--- config.mk ---
export PLATFORM = sky130hd
export DESIGN_NAME = box_update_ctrl
export DESIGN_NICKNAME = d
export VERILOG_FILES = /design/src/rtl/box_update_ctrl_pkg.sv /design/src/rtl/box_clamp.sv /design/src/rtl/box_update_ctrl.sv
export SDC_FILE = /design/constraint.sdc
export NUM_CORES = 1
export LEC_CHECK = 0
export ABC_CLOCK_PERIOD_IN_PS = 1400
export CORE_UTILIZATION = 43
export DETAILED_ROUTE_END_ITERATION = 10
export PLACE_DENSITY = 0.75
export SETUP_SLACK_MARGIN = 0.05
export SLEW_MARGIN = 20
export SYNTH_ARGS = -nofsm -noshare
export SYNTH_HDL_FRONTEND = slang
export SYNTH_HIERARCHICAL = 1
export SYNTH_SLANG_ARGS = --single-unit
--- constraint.sdc ---
create_clock -name clk -period 1.4 [get_ports clk]
set_input_delay 0.28 -clock clk [delete_from_list [all_inputs] [get_ports clk]]
set_output_delay 0.28 -clock clk [all_outputs]
set_load 0.05 [all_outputs]
--- src/rtl/box_update_ctrl_pkg.sv ---
// Shared types and defaults for the overlay box update controller.
package box_update_ctrl_pkg;

  localparam int IMG_WIDTH_DEF  = 768;
  localparam int IMG_HEIGHT_DEF = 576;

  typedef logic [10:0] coord_t;

  typedef enum logic [1:0] {
    ST_IDLE  = 2'd0,
    ST_CHECK = 2'd1,
    ST_PEND  = 2'd2
  } state_t;

  typedef struct packed {
    coord_t x;
    coord_t y;
    coord_t w;
    coord_t h;
  } box_t;

endpackage

--- src/rtl/box_clamp.sv ---
// Combinational clamp that shrinks a centred box so it stays inside the image.
import box_update_ctrl_pkg::*;

module box_clamp #(
  parameter int IMG_WIDTH  = IMG_WIDTH_DEF,
  parameter int IMG_HEIGHT = IMG_HEIGHT_DEF
) (
  input  box_t box_in,
  output box_t box_out
);

  localparam logic [11:0] W_M1 = 12'(IMG_WIDTH - 1);
  localparam logic [11:0] H_M1 = 12'(IMG_HEIGHT - 1);

  // Left/top edge first, then right/bottom edge on the already shrunk size.
  // Out-of-range centres produce garbage here but are rejected upstream.
  function automatic coord_t clamp_axis(input coord_t c, input coord_t s,
                                        input logic [11:0] lim_m1);
    logic [11:0] pos;
    logic [11:0] sz;
    logic [11:0] half;
    pos = {1'b0, c};
    sz  = {1'b0, s};
    if ({2'b00, s[10:1]} > pos) sz = pos << 1;
    half = sz >> 1;
    if (pos + half > lim_m1) sz = (lim_m1 - pos) << 1;
    return sz[10:0];
  endfunction

  always_comb begin
    box_out   = box_in;
    box_out.w = clamp_axis(box_in.x, box_in.w, W_M1);
    box_out.h = clamp_axis(box_in.y, box_in.h, H_M1);
  end

endmodule

--- src/rtl/box_update_ctrl.sv ---
// Accepts detector boxes, validates them and commits them to the overlay on frame_start.
// Optional BOX_CLAMP_EN shrinks accepted boxes so they never wrap past the image edge.
import box_update_ctrl_pkg::*;

module box_update_ctrl #(
  parameter int IMG_WIDTH   = IMG_WIDTH_DEF,
  parameter int IMG_HEIGHT  = IMG_HEIGHT_DEF,
  parameter int HOLD_FRAMES = 8
) (
  input  logic        clk,
  input  logic        reset,
  input  logic        frame_start,
  input  logic [10:0] det_x,
  input  logic [10:0] det_y,
  input  logic [10:0] det_w,
  input  logic [10:0] det_h,
  input  logic        det_valid,
  output logic        det_ready,
  output logic [10:0] box_x,
  output logic [10:0] box_y,
  output logic [10:0] box_width,
  output logic [10:0] box_height,
  output logic        box_en,
  output logic        commit,
  output logic [7:0]  drop_cnt,
  output state_t      fsm_state
);

  localparam coord_t     W_C    = coord_t'(IMG_WIDTH);
  localparam coord_t     H_C    = coord_t'(IMG_HEIGHT);
  localparam logic [7:0] HOLD_C = 8'(HOLD_FRAMES);

  // Handshake: a detection transfers on a rising clk edge where det_valid
  // and det_ready are both high; det_ready is high only while idle, so a
  // pending box can never be overwritten.

  state_t     state, state_nxt;
  box_t       shadow, shadow_nxt, checked, box_q;
  logic       reject, do_commit;
  logic [7:0] age, age_inc;

`ifdef BOX_CLAMP_EN
  box_clamp #(
    .IMG_WIDTH (IMG_WIDTH),
    .IMG_HEIGHT(IMG_HEIGHT)
  ) u_box_clamp (
    .box_in (shadow),
    .box_out(checked)
  );
`else
  assign checked = shadow;
`endif

  assign reject    = (checked.w == '0) || (checked.h == '0) ||
                     (shadow.x >= W_C) || (shadow.y >= H_C);
  assign do_commit = (state == ST_PEND) && frame_start;
  assign age_inc   = (age == 8'hFF) ? age : age + 8'd1;

  assign det_ready  = (state == ST_IDLE);
  assign fsm_state  = state;
  assign box_x      = box_q.x;
  assign box_y      = box_q.y;
  assign box_width  = box_q.w;
  assign box_height = box_q.h;

  always_comb begin
    state_nxt  = state;
    shadow_nxt = shadow;
    case (state)
      ST_IDLE: begin
        if (det_valid) begin
          shadow_nxt = '{x: det_x, y: det_y, w: det_w, h: det_h};
          state_nxt  = ST_CHECK;
        end
      end
      ST_CHECK: begin
        if (reject) begin
          state_nxt = ST_IDLE;
        end else begin
          shadow_nxt = checked;
          state_nxt  = ST_PEND;
        end
      end
      ST_PEND: begin
        if (frame_start) state_nxt = ST_IDLE;
      end
      default: state_nxt = ST_IDLE;
    endcase
  end

  always_ff @(posedge clk) begin
    if (!reset) begin
      state    <= ST_IDLE;
      shadow   <= '0;
      box_q    <= '0;
      box_en   <= 1'b0;
      commit   <= 1'b0;
      drop_cnt <= 8'd0;
      age      <= 8'd0;
    end else begin
      state  <= state_nxt;
      shadow <= shadow_nxt;
      commit <= do_commit;
      if (do_commit) begin
        box_q  <= shadow;
        box_en <= 1'b1;
        age    <= 8'd0;
      end else if (frame_start) begin
        age <= age_inc;
        if (age_inc >= HOLD_C) box_en <= 1'b0;
      end
      if ((state == ST_CHECK) && reject && (drop_cnt != 8'hFF))
        drop_cnt <= drop_cnt + 8'd1;
    end
  end

endmodule

After elaboration in Yosys (flattened, before gate mapping). Index checks and enable logic that the tools add are counted.

Input port bits: 48. Output and inout port bits: 57. Logic and storage cells: 48. Register bits after elaboration: 108.

$add $sub $neg: 2. Reduce and logical (&&, ||, !) cells: 15. Bitwise operators: 1. Multiplexer cells: 8. Eq/ne operators: 6. $lt $le $gt $ge: 3.

Operator list (count): greater-or-equal comparator 11 x 10 -> 1 bit, second input constant (2); logical NOT 11 bit (2); adder 8 x 1 -> 8 bit, second input constant (2); == test 8 bit, second input constant (1); greater-or-equal comparator 8 x 4 -> 1 bit, second input constant (1); two-way mux 8 bit (1); inequality test 8 bit, second input constant (1); two-way mux 2 bit (3); one-hot mux 2 bit (3 select lines) (1); AND reduction 2 bit (3); inequality test 2 bit, second input constant (2); nonzero test 2 bit (2); logical AND 1 bit (3); logical OR 1 bit (3); two-way mux 1 bit (3); == test 2 x 1 -> 1 bit, second input constant (1); == test 2 bit, second input constant (1); logical NOT 2 bit (1); OR reduction 2 bit (1); inverter 1 bit (1).

Longest topological paths before layout.
Depth after elaboration: 6. Mapped depth: 7. Mapped depth without buffers: 6.

Worst setup path before layout. Ideal clock, no wire load.

Kind: register to register. Start: register state[1], in the netlist fsm_state[1]. End: register shadow (netlist bit checked[10]). Period minus slack after synthesis: 2.158 ns. Buffers on the path: 2. Slack: -0.758 ns. Stages on the path, launching flop included: 7. Arrival: 2.087 ns. Cells stage by stage: dfxtp_1 > nor2_1 > and2_1 > buf_2 > clkbuf_1 > nand2_1 > a21oi_1.

Word-level cells in the longest chain between the ends: 2.

RTL lines: start: declaration (RTL line box_update_ctrl.sv:37) `state_t state, state_nxt;`; start signal: assignment (RTL line box_update_ctrl.sv:101) `state <= state_nxt;`; logical NOT 2 bit; via det_ready (RTL line box_update_ctrl.sv:18) `output logic det_ready,`; AND reduction 2 bit (no line); end signal: assignment (RTL line box_update_ctrl.sv:102) `shadow <= shadow_nxt;`; end: declaration (RTL line box_update_ctrl.sv:38) `box_t shadow, shadow_nxt, checked, box_q;`.

The timed path passes the listed nets, and every way through them passes these cells. A chain may end at the register's enable or synchronous reset.

Final worst setup path.
Start: register shadow (netlist bit checked[2]). End: register drop_cnt[4].

Word-level cells in the longest chain between the ends: 6.

RTL lines: logical NOT 11 bit (RTL line box_update_ctrl.sv:54) `assign reject = (checked.w == '0) || (checked.h == '0) ||`; logical OR 1 bit (2 in a row) (RTL line box_update_ctrl.sv:54); logical OR 1 bit (RTL line box_update_ctrl.sv:55) `(shadow.x >= W_C) || (shadow.y >= H_C);`; logical AND 1 bit (2 in a row) (RTL line box_update_ctrl.sv:112) `if ((state == ST_CHECK) && reject && (drop_cnt != 8'hFF))`; end signal: assignment (RTL line box_update_ctrl.sv:113) `drop_cnt <= drop_cnt + 8'd1;`; end: declaration (RTL line box_update_ctrl.sv:25) `output logic [7:0] drop_cnt,`.

No other way between the ends.

==> flow_metrics.tcl <==
set metrics [dict create \
    status "finished with violations" \
    violations "negative setup slack" \
    drt_iter0_markers 152 \
    worstPathMaxFanout 2 \
    ys_top_cells_by_count "108 x dfxtp_1, 96 x nand2_1, 48 x a21oi_1" \
    critPathKind "register to register" \
    fin_crit_sh 1.22 \
    htreeDepth 3 \
    p_seq_frac 0.506 \
    combPwrFrac 0.194 \
    fmax_mhz 587 \
    finalHoldViolCount 0 \
    crit_top_cell "nor4_4" \
    synth_area_leaders "dfxtp_1 55%, a22o_1 9.7%, nand2_1 9.2%" \
    synth.distinct_cells 44 \
    syn_area_um2 3900 \
    clock_power_share 0.300 \
    peakVddDrop_mv 0.731 \
    cts_hold_buf 0 \
    syn2layout_area_growth_pct 83.7 \
    reg2reg_to "drop_cnt[4]" \
    worstSetupStartpoint "checked[2]" \
    drive_gt1_frac 0.480 \
    wl_per_cell_um 18.5 \
    finalSetupViolCount 56 \
    avgSynthCellArea_um2 9.40 \
    antenna_found_initial 0 \
    internal_power_mw 4.58 \
    die_h_um 97.3 \
    rows 34 \
    clk_latency_ps 370 \
    port_buffers 104 \
    power_density_nw_per_um2 899 \
    totalWireLength_mm 12.9 \
    rr_startpoint "checked[2]" \
    maxCapViolations 0 \
    placed_cells 669 \
    synth_edf_count 0 \
    place_congestion 0.798 \
    worstPathArrival_ps 1990 \
    dr.pass1.iters 4 \
    cts_buffers 9 \
    overflow 0 \
    cts_num_sinks 108 \
    antenna_left 0 \
    crit_path_end "drop_cnt[4]" \
    drcViolationCount 0 \
    vias 3864 \
    yosysMostFrequentCell "dfxtp_1" \
    worst_path_largest_cell_delay_ps 350 \
    io_pins 105 \
    core_area_um2 8760 \
    slew_headroom 0.617 \
    start_util 0.445 \
    reg2reg_slack_ps -300 \
    seq_area_frac_synth 0.554 \
    skew_ps 11.2 \
    start_kind "register" \
    dp_hpwl_mm 7.46 \
    cts_root_buffer "clkbuf_8" \
    async_flop_share 0 \
    fin_cells 698 \
    required_ps 1690 \
    grt_max_degree 50 \
    synth-main-ff-cell "dfxtp_1" \
    p_leak_nw 2.89 \
    report.power.total_mw 6.44 \
    synth.net_count 465 \
    worst_slew_pin_slew_ps 575 \
    finalSetupTns_ps -5060 \
    hold_path.class "input pin to register" \
    viasPerCell 5.54 \
    grt_pass1_vias 3725 \
    min_period_ps 1700 \
    drv_slew 0 \
    fin_nets 635 \
    cts_tree "done" \
    cts_buffer_depth 2 \
    cp-end-kind "register" \
    die_x_um 97.3 \
    whs_ps 444 \
    p_sw_mw 1.85 \
    grt_pass1_wl_mm 17.9 \
    rsz0062_at_grt "yes" \
    n_antenna_cell 0 \
    yosys.area.top_type "dfxtp_1" \
    grt_usage 0.232 \
    ys.warnings.count 6 \
    path_cells "nor4_4 -> nand3_2 -> and3_2 -> nor4_4 -> mux2i_1" \
    finalWorstSetupSlack_ps -302 \
    r2r_cells 5 \
    synth.top_cell.area_share 0.554 \
    swShare 0.288 \
    die-area_um2 9460 \
    pre_cts_ws_ps -427 \
    crit_slowest_cell "dfxtp_1" \
    synth_seq_cells 108 \
    path_clk_slew_ps 110 \
    postSynthCellCount 415 \
]
[worst min path at each step]
stage / from / endpoint / slack [ps] / depth (start not counted)
after floorplan: det_y[0] / checked[22] / 420 / 2
after global routing: det_w[1] / checked[12] / 440 / 3
final: det_y[1] / checked[23] / 440 / 3
after detailed placement: checked[33] / checked[33] / 450 / 2
after CTS: det_w[9] / checked[20] / 430 / 3
after global placement: checked[23] / checked[23] / 440 / 2
[layout make-up]
| type | count | area [um^2] |
|---|---|---|
| fillers | 455 | 1600 |
| multi-input cells | 275 | 2180 |
| repair buffers | 188 | 2440 |
| clock buffers | 11 | 151 |
| flip-flops and latches | 108 | 2190 |
| clock inverters | 5 | 53.8 |
| inverters | 3 | 11.3 |
| well taps | 108 | 135 |
[cells by family after synthesis]
family	share of synthesized area
and+or+nand+nor	0.173
muxes	0.0103
adders and majority gates	0.00641
xor gates and xnor gates	0.00898
DFF	0.554
AOI/OAI and AO/OA	0.210
buffers and inverters	0.0369
[critical path: cells and delay by family, from the launching register on]
family | cells | cell delay (ps)
flops | 1 | 350
mux | 1 | 220
simple gates | 4 | 1050
[per-stage QoR]
step,cell area [um^2],utilization
after floorplan,4070,-
after global placement,6250,0.713
after detailed placement,6250,0.713
after CTS,6600,0.754
after global routing,7170,0.818
final,7170,0.818
[power groups by stage]
stage	Combinational (mW)	Sequential [mW]	Clock, mW
detailed placement	0.899	3.32	0
global route	1.31	3.27	2.08
floorplan	0.377	3.37	0
CTS	0.945	3.25	1.94
finish	1.25	3.26	1.93
global placement	0.880	3.31	0
[per-layer routing]
layer	global-route usage	routed length [um]
met1	0.265	5100
met2	0.426	6880
met3	0.0540	575
met4	0.0747	372
met5	0	0
[flip-flops by register name (all words and copies together), names as in the netlist]
signal      flops
checked        44
box_height     11
box_width      11
box_x          11
box_y          11
age             8
drop_cnt        8
fsm_state       2
box_en          1
commit          1
[layout by cell type (no fill, tap or decap), types with 2 or more instances in the layout]
cell type         n
dfxtp_1          94
buf_12           65
buf_4            62
nand2_1          56
clkdlybuf4s50_1  47
a22o_1           43
a21oi_2          39
nand2_4          30
clkbuf_8         11
nand2_2          10
a21oi_1          10
buf_6            10
nor2_1            8
dfxtp_2           8
dfxtp_4           6
a31oi_1           5
nand3_1           5
nor3_1            5
and3_4            5
nand3_2           4
mux2i_1           4
nand4_1           3
nor4_2            3
nand2b_1          3
clkbuf_16         3
nor2_4            2
and2_4            2
nand3b_1          2
and4_4            2
o21ai_0           2
xor2_1            2
nor4_4            2
inv_1             2
and3_1            2
xnor2_1           2
o21a_1            2
ha_4              2
inv_6             2
[repair_timing]
item / in CTS / in global routing
endpoints found under the setup margin: 21 / 59
pin swaps: 19 / 77
cloned: 1 / 5
gates resized for setup: 25 / 121
setup buffers: 5 / 2
No activity file was read; power rests on OpenSTA's default activity.
